**config.mk**
```make
export PLATFORM = sky130hd
export DESIGN_NAME = pi1_arb
export DESIGN_NICKNAME = d
export VERILOG_FILES = /design/src/rtl/pi1_arb_pkg.sv /design/src/rtl/pi1_arb_rrsel.sv /design/src/rtl/pi1_arb.sv
export SDC_FILE = /design/constraint.sdc
export NUM_CORES = 1
export LEC_CHECK = 0
export CAP_MARGIN = 0
export CORE_MARGIN = 4
export CORE_UTILIZATION = 36
export DETAILED_ROUTE_END_ITERATION = 16
export PLACE_DENSITY = 0.81
export REMOVE_ABC_BUFFERS = 1
export SLEW_MARGIN = 15
export SYNTH_ARGS = -nofsm -noshare
export SYNTH_HDL_FRONTEND = slang
export SYNTH_SLANG_ARGS = --single-unit
```
**constraint.sdc**
```tcl
create_clock -name clk_i -period 2.89 [get_ports clk_i]
set_input_delay 0.867 -clock clk_i [delete_from_list [all_inputs] [get_ports clk_i]]
set_output_delay 0.867 -clock clk_i [all_outputs]
set_load 0.02 [all_outputs]
```
**src/rtl/pi1_arb_pkg.sv**
```systemverilog
// Shared definitions for the pi1 round-robin arbiter: op codes, FSM states, op helpers.
// The optional transfer timeout is enabled with PI1ARB_TIMEOUT_EN.
package pi1_arb_pkg;

    typedef enum logic [1:0] {
        PINOOP = 2'd0,
        PIWROP = 2'd1,
        PIRDOP = 2'd2,
        PIRWOP = 2'd3
    } pi1_op_e;

    typedef enum logic [1:0] {
        ST_IDLE = 2'd0,
        ST_REQ  = 2'd1,
        ST_RSP  = 2'd2,
        ST_TMO  = 2'd3
    } pi1_arb_state_e;

    // RD and RW both return data.
    function automatic logic op_is_read(input logic [1:0] op);
        return op[1];
    endfunction

endpackage

```
**src/rtl/pi1_arb_rrsel.sv**
```systemverilog
// Rotating priority encoder: first asserted request at or above i_ptr, wrapping at N.
module pi1_arb_rrsel #(
    parameter int N = 2,
    parameter int W = 1
) (
    input  logic [N-1:0] i_req,
    input  logic [W-1:0] i_ptr,
    output logic         o_valid,
    output logic [W-1:0] o_idx
);

    logic [2*N-1:0] w_rot;
    int             w_sum;

    always_comb begin
        w_rot   = {i_req, i_req} >> i_ptr;
        o_valid = 1'b0;
        o_idx   = '0;
        w_sum   = 0;
        // Scan downward so the lowest rotated position wins.
        for (int k = N - 1; k >= 0; k--) begin
            if (w_rot[k]) begin
                o_valid = 1'b1;
                w_sum   = int'(i_ptr) + k;
                if (w_sum >= N) begin
                    w_sum = w_sum - N;
                end
                o_idx = W'(w_sum);
            end
        end
    end

endmodule

```
**src/rtl/pi1_arb.sv**
```systemverilog
// N-master to 1-slave pi1 arbiter, round-robin, request latched on grant.
// Define PI1ARB_TIMEOUT_EN to abort transfers stuck in REQ/RSP for TIMEOUTCNT cycles.
//
//  state | meaning
//  IDLE  | pick a winner, accept its request combinationally
//  REQ   | latched request presented to the slave
//  RSP   | read response phase, slave data routed to the owner
//  TMO   | timeout abort cycle (only with PI1ARB_TIMEOUT_EN)
module pi1_arb
    import pi1_arb_pkg::*;
#(
    parameter  int MASTERCOUNT = 2,
    parameter  int ARCHBITSZ   = 32,
    parameter  int TIMEOUTCNT  = 256,
    localparam int ADDRBITSZ   = ARCHBITSZ - $clog2(ARCHBITSZ / 8),
    localparam int SELBITSZ    = ARCHBITSZ / 8,
    localparam int GNTW        = (MASTERCOUNT > 1) ? $clog2(MASTERCOUNT) : 1
) (
    input  logic                            clk_i,
    input  logic                            rst_i,
    input  logic [2*MASTERCOUNT-1:0]        m_op_i,
    input  logic [ADDRBITSZ*MASTERCOUNT-1:0] m_addr_i,
    input  logic [ARCHBITSZ*MASTERCOUNT-1:0] m_data_i,
    input  logic [SELBITSZ*MASTERCOUNT-1:0]  m_sel_i,
    output logic [ARCHBITSZ-1:0]            m_data_o,
    output logic [MASTERCOUNT-1:0]          m_rdy_o,
    output logic [1:0]                      s_op_o,
    output logic [ADDRBITSZ-1:0]            s_addr_o,
    output logic [ARCHBITSZ-1:0]            s_data_o,
    output logic [SELBITSZ-1:0]             s_sel_o,
    input  logic [ARCHBITSZ-1:0]            s_data_i,
    input  logic                            s_rdy_i,
    output logic [GNTW-1:0]                 gnt_o,
`ifdef PI1ARB_TIMEOUT_EN
    output logic                            tmout_o,
`endif
    output logic                            busy_o
);

    pi1_arb_state_e       r_state;
    logic [GNTW-1:0]      r_owner;
    logic [GNTW-1:0]      r_rrptr;
    logic                 r_is_rd;
    logic [1:0]           r_s_op;
    logic [ADDRBITSZ-1:0] r_s_addr;
    logic [ARCHBITSZ-1:0] r_s_data;
    logic [SELBITSZ-1:0]  r_s_sel;
`ifdef PI1ARB_TIMEOUT_EN
    localparam int TMRW = $clog2(TIMEOUTCNT + 1);
    logic [TMRW-1:0]      r_tmr;
`endif

    logic [MASTERCOUNT-1:0] w_req;
    logic                   w_valid;
    logic [GNTW-1:0]        w_idx;
    logic [GNTW-1:0]        w_rrnext;
    logic [1:0]             w_op;
    logic [ADDRBITSZ-1:0]   w_addr;
    logic [ARCHBITSZ-1:0]   w_data;
    logic [SELBITSZ-1:0]    w_sel;

    always_comb begin
        w_req  = '0;
        w_op   = PINOOP;
        w_addr = '0;
        w_data = '0;
        w_sel  = '0;
        for (int i = 0; i < MASTERCOUNT; i++) begin
            w_req[i] = (m_op_i[2*i +: 2] != PINOOP);
            if (w_idx == GNTW'(i)) begin
                w_op   = m_op_i[2*i +: 2];
                w_addr = m_addr_i[ADDRBITSZ*i +: ADDRBITSZ];
                w_data = m_data_i[ARCHBITSZ*i +: ARCHBITSZ];
                w_sel  = m_sel_i[SELBITSZ*i +: SELBITSZ];
            end
        end
    end

    pi1_arb_rrsel #(
        .N (MASTERCOUNT),
        .W (GNTW)
    ) u_rrsel (
        .i_req   (w_req),
        .i_ptr   (r_rrptr),
        .o_valid (w_valid),
        .o_idx   (w_idx)
    );

    always_comb begin
        w_rrnext = (int'(r_owner) >= MASTERCOUNT - 1) ? '0 : r_owner + 1'b1;
    end

    // The IDLE accept is combinational, so it is gated by reset to keep outputs quiet.
    always_comb begin
        m_rdy_o  = '0;
        m_data_o = '0;
        for (int i = 0; i < MASTERCOUNT; i++) begin
            case (r_state)
                ST_IDLE: if (!rst_i && w_valid && (w_idx == GNTW'(i))) m_rdy_o[i] = 1'b1;
                ST_RSP:  if (r_owner == GNTW'(i)) m_rdy_o[i] = s_rdy_i;
                ST_TMO:  if (r_is_rd && (r_owner == GNTW'(i))) m_rdy_o[i] = 1'b1;
                default: ;
            endcase
        end
        if (r_state == ST_RSP) begin
            m_data_o = s_data_i;
        end else if ((r_state == ST_TMO) && r_is_rd) begin
            m_data_o = '1;
        end
    end

    always_ff @(posedge clk_i or posedge rst_i) begin
        if (rst_i) begin
            r_state  <= ST_IDLE;
            r_owner  <= '0;
            r_rrptr  <= '0;
            r_is_rd  <= 1'b0;
            r_s_op   <= PINOOP;
            r_s_addr <= '0;
            r_s_data <= '0;
            r_s_sel  <= '0;
`ifdef PI1ARB_TIMEOUT_EN
            r_tmr    <= '0;
`endif
        end else begin
            case (r_state)
                ST_IDLE: begin
                    if (w_valid) begin
                        r_owner  <= w_idx;
                        r_is_rd  <= op_is_read(w_op);
                        r_s_op   <= w_op;
                        r_s_addr <= w_addr;
                        r_s_data <= w_data;
                        r_s_sel  <= w_sel;
                        r_state  <= ST_REQ;
`ifdef PI1ARB_TIMEOUT_EN
                        r_tmr    <= TMRW'(TIMEOUTCNT - 1);
`endif
                    end
                end
                ST_REQ: begin
                    if (s_rdy_i) begin
                        r_s_op <= PINOOP;
                        if (r_is_rd) begin
                            r_state <= ST_RSP;
                        end else begin
                            r_state <= ST_IDLE;
                            r_rrptr <= w_rrnext;
                        end
`ifdef PI1ARB_TIMEOUT_EN
                        r_tmr <= r_tmr - 1'b1;
                    end else if (r_tmr == '0) begin
                        r_s_op  <= PINOOP;
                        r_state <= ST_TMO;
                    end else begin
                        r_tmr <= r_tmr - 1'b1;
`endif
                    end
                end
                ST_RSP: begin
                    if (s_rdy_i) begin
                        r_state <= ST_IDLE;
                        r_rrptr <= w_rrnext;
`ifdef PI1ARB_TIMEOUT_EN
                    end else if (r_tmr == '0) begin
                        r_state <= ST_TMO;
                    end else begin
                        r_tmr <= r_tmr - 1'b1;
`endif
                    end
                end
                ST_TMO: begin
                    r_state <= ST_IDLE;
                    r_rrptr <= w_rrnext;
                end
                default: r_state <= ST_IDLE;
            endcase
        end
    end

    assign s_op_o   = r_s_op;
    assign s_addr_o = r_s_addr;
    assign s_data_o = r_s_data;
    assign s_sel_o  = r_s_sel;
    assign gnt_o    = r_owner;
    assign busy_o   = (r_state != ST_IDLE);
`ifdef PI1ARB_TIMEOUT_EN
    assign tmout_o  = (r_state == ST_TMO);
`endif

endmodule

```
==> flow_summary.json <==
{
  "max_cap_violations": 0,
  "synthesis.instances": 405,
  "place_congestion": 0.835,
  "worstPathArrival_ns": 2.01,
  "synth_area_um2": 4060,
  "min_period_ns": 2.88,
  "die-area_um2": 13000,
  "fin_setup_tns_ns": 0,
  "clkLatencyLatePin_ns": 0.33,
  "postRouteAntennaNets": 0,
  "slowest_delay_ns": 0.59,
  "rows": 38,
  "dr_total_vias": 4770,
  "core_um2": 10900,
  "min_path_type": "register to register",
  "numCtsBuffers": 9,
  "rsz0062_at_grt": "no",
  "h-tree-depth": 3,
  "cellPowerDensity_nw_per_um2": 1060,
  "antenna_found_initial": 0,
  "pre_cts_ws_ns": -0.682,
  "synth_seq_cells": 73,
  "grt_pass1_vias": 5043,
  "port_buffers": 274,
  "die_w_um": 114,
  "max_freq_ghz": 0.347,
  "vdd_ir_drop_max_mv": 0.721,
  "critPathRequiredTime_ns": 2.02,
  "cp-start-kind": "input port",
  "cts_root_buf": "clkbuf_16",
  "final_nets": 824,
  "ios": 275,
  "wl_per_cell_um": 21.1,
  "path_clk_slew_ns": 0.06,
  "hold_viol_final": 0,
  "dpl_cell_area_um2": 6980,
  "die_y_um": 114,
  "yosysSeqAreaShare_pct": 45.0,
  "period_share_pct": 99.6,
  "gr-total-overflow": 0,
  "final_area_um2": 7290,
  "whs_ns": 0.542,
  "cts_hold_buf": 0,
  "start_util_pct": 37.2,
  "diodes": 0,
  "tightest_slew_ns": 0.822,
  "first_pass_iters": 5,
  "grt_start_max_net_pins": 74,
  "crit_top_cell": "clkdlybuf4s50_1",
  "drc": 0,
  "drive_gt1_share_pct": 7.90,
  "dp_hpwl_mm": 11.4,
  "slew-limit-headroom_pct": 45.2,
  "wirelength_mm": 16.8,
  "clock-sinks": 73,
  "worst_setup_path_end_kind": "output pin",
  "critPathKind": "input port to output pin",
  "worst_path_max_delay_cell": "clkdlybuf4s50_1",
  "status": "complete, no violations",
  "slew_violations": 0,
  "drtIter0Drc": 255,
  "yosys_warnings": 0,
  "clockBufferDepth": 2,
  "cts_tree": "done",
  "setup_viol": 0,
  "place_inst": 782,
  "fin_skew_ns": 0.0121,
  "synthDistinctLibCells": 32,
  "final_cells": 798,
  "area_delta_synth_final_pct": 79.4,
  "routed_via_density": 5.98,
  "critPathMaxFanout": 1,
  "power.leakage_nw": 3.23,
  "worst_slack_ns": 0.0115,
  "post-cts-setup-buffers": 0,
  "grt_usage_pct": 25.0,
  "crit_chain": "clkdlybuf4s50_1, a21o_1, clkdlybuf4s50_1",
  "synth_area_per_cell_um2": 10.0,
  "grt_first_pass_wirelength_mm": 26.1
}
[worst max-delay path: cells and delay by family]
kind | cells | cell delay (ns)
buf+inv | 2 | 1.04
compound gates | 1 | 0.10
[cell usage after synthesis (all sizes together)]
cell type | number | share of area (%)
a31o | 1 | 0.22
nor3b | 1 | 0.18
a21oi | 2 | 0.25
nor2b | 1 | 0.15
nand3 | 1 | 0.12
a2bb2oi | 66 | 14
nand2 | 3 | 0.28
buf | 12 | 1.5
and3 | 1 | 0.15
o211ai | 2 | 0.37
o22ai | 1 | 0.15
nand3b | 2 | 0.37
o21bai | 1 | 0.18
o31ai | 2 | 0.37
a21o | 32 | 5.9
o32ai | 1 | 0.22
nand2b | 1 | 0.15
inv | 3 | 0.28
o21ai | 73 | 9.0
dfrtp | 73 | 45
a311oi | 66 | 14
o21ba | 1 | 0.25
mux2 | 1 | 0.28
clkbuf | 48 | 4.4
or2 | 3 | 0.46
nor2 | 4 | 0.37
a21boi | 1 | 0.18
nor4 | 1 | 0.52
o2bb2ai | 1 | 0.22
[cell families after synthesis]
kind of cell / after synthesis / share of synthesized area (%)
compound gates: 250 / 45.8
flops: 73 / 45.0
buf+inv: 63 / 6.22
simple gates: 18 / 2.77
mux: 1 / 0.277
[per-layer routing]
layer  vias up  share of wire (%)  global-route usage (%)
met5         -                  0                       0
met4         0                3.7                    11.9
met1      2324                 37                    28.5
met3        47                8.7                    7.14
met2       271                 50                    42.9
li1       2128                  -                       -
[cells in the final DEF (no fill, tap or decap), drive strengths merged, types with 2 or more instances in the layout]
| cell | n |
|---|---|
| clkdlybuf4s50 | 236 |
| o21ai | 73 |
| dfrtp | 73 |
| a311oi | 66 |
| a2bb2oi | 66 |
| a21o | 32 |
| dlygate4sd2 | 24 |
| buf | 24 |
| dlymetal6s2s | 12 |
| clkbuf | 12 |
| nor2 | 4 |
| inv | 4 |
| or2 | 3 |
| nand2 | 3 |
| nand3b | 2 |
| o211ai | 2 |
| a21oi | 2 |
| o31ai | 2 |
| clkinv | 2 |
[cell type report]
class,count,area [um^2]
fillers,873,3650
multi-input cells,269,2010
well taps,140,175
repair buffers,297,2960
flip-flops and latches,73,1830
clock inverters,5,63.8
clock buffers,11,243
inverters,3,11.3
[stage by stage]
step | util, % | total power (W)
6_report | 66.6 | 0.00772
5_1_grt | 66.6 | 0.00816
4_1_cts | 66.3 | 0.00778
3_5_place_dp | 63.8 | 0.00666
3_3_place_gp | 63.8 | 0.00656
2_1_floorplan | - | 0.00453
[registers in the layout, indices dropped and copies added (netlist names)]
signal and cells:
r_rrptr 1, r_is_rd 1, s_sel_o 4, s_op_o 2, s_data_o 32, s_addr_o 30, gnt_o 1, r_state 2
[final timing paths]
| path | end | slack (ns) | cells after the start | startpoint |
|---|---|---|---|---|
| setup reg to reg | s_addr_o[7] | 1.04 | 5 | r_state[1] |
| min in group asynchronous | s_addr_o[0] | 1.13 | 4 | rst_i |
| hold reg to reg | s_data_o[27] | 0.54 | 1 | s_data_o[27] |
| max in group asynchronous | s_data_o[2] | 1.43 | 4 | rst_i |
| hold / removal | s_data_o[27] | 0.54 | 1 | s_data_o[27] |
| setup / recovery | m_data_o[22] | 0.01 | 3 | s_data_i[22] |
[timing repair]
action | CTS | global route
gates resized for setup | 36 | 14
endpoints found under the setup margin | 23 | 13
hold endpoints to repair | 0 | 0
[report_power, final]
| group | internal [W] | switching [W] |
|---|---|---|
| logic | 0.00232 | 0.00238 |
| clock network | 0.000699 | 0.000436 |
| registers | 0.00156 | 0.000325 |
(Power assumes the default switching activity.)
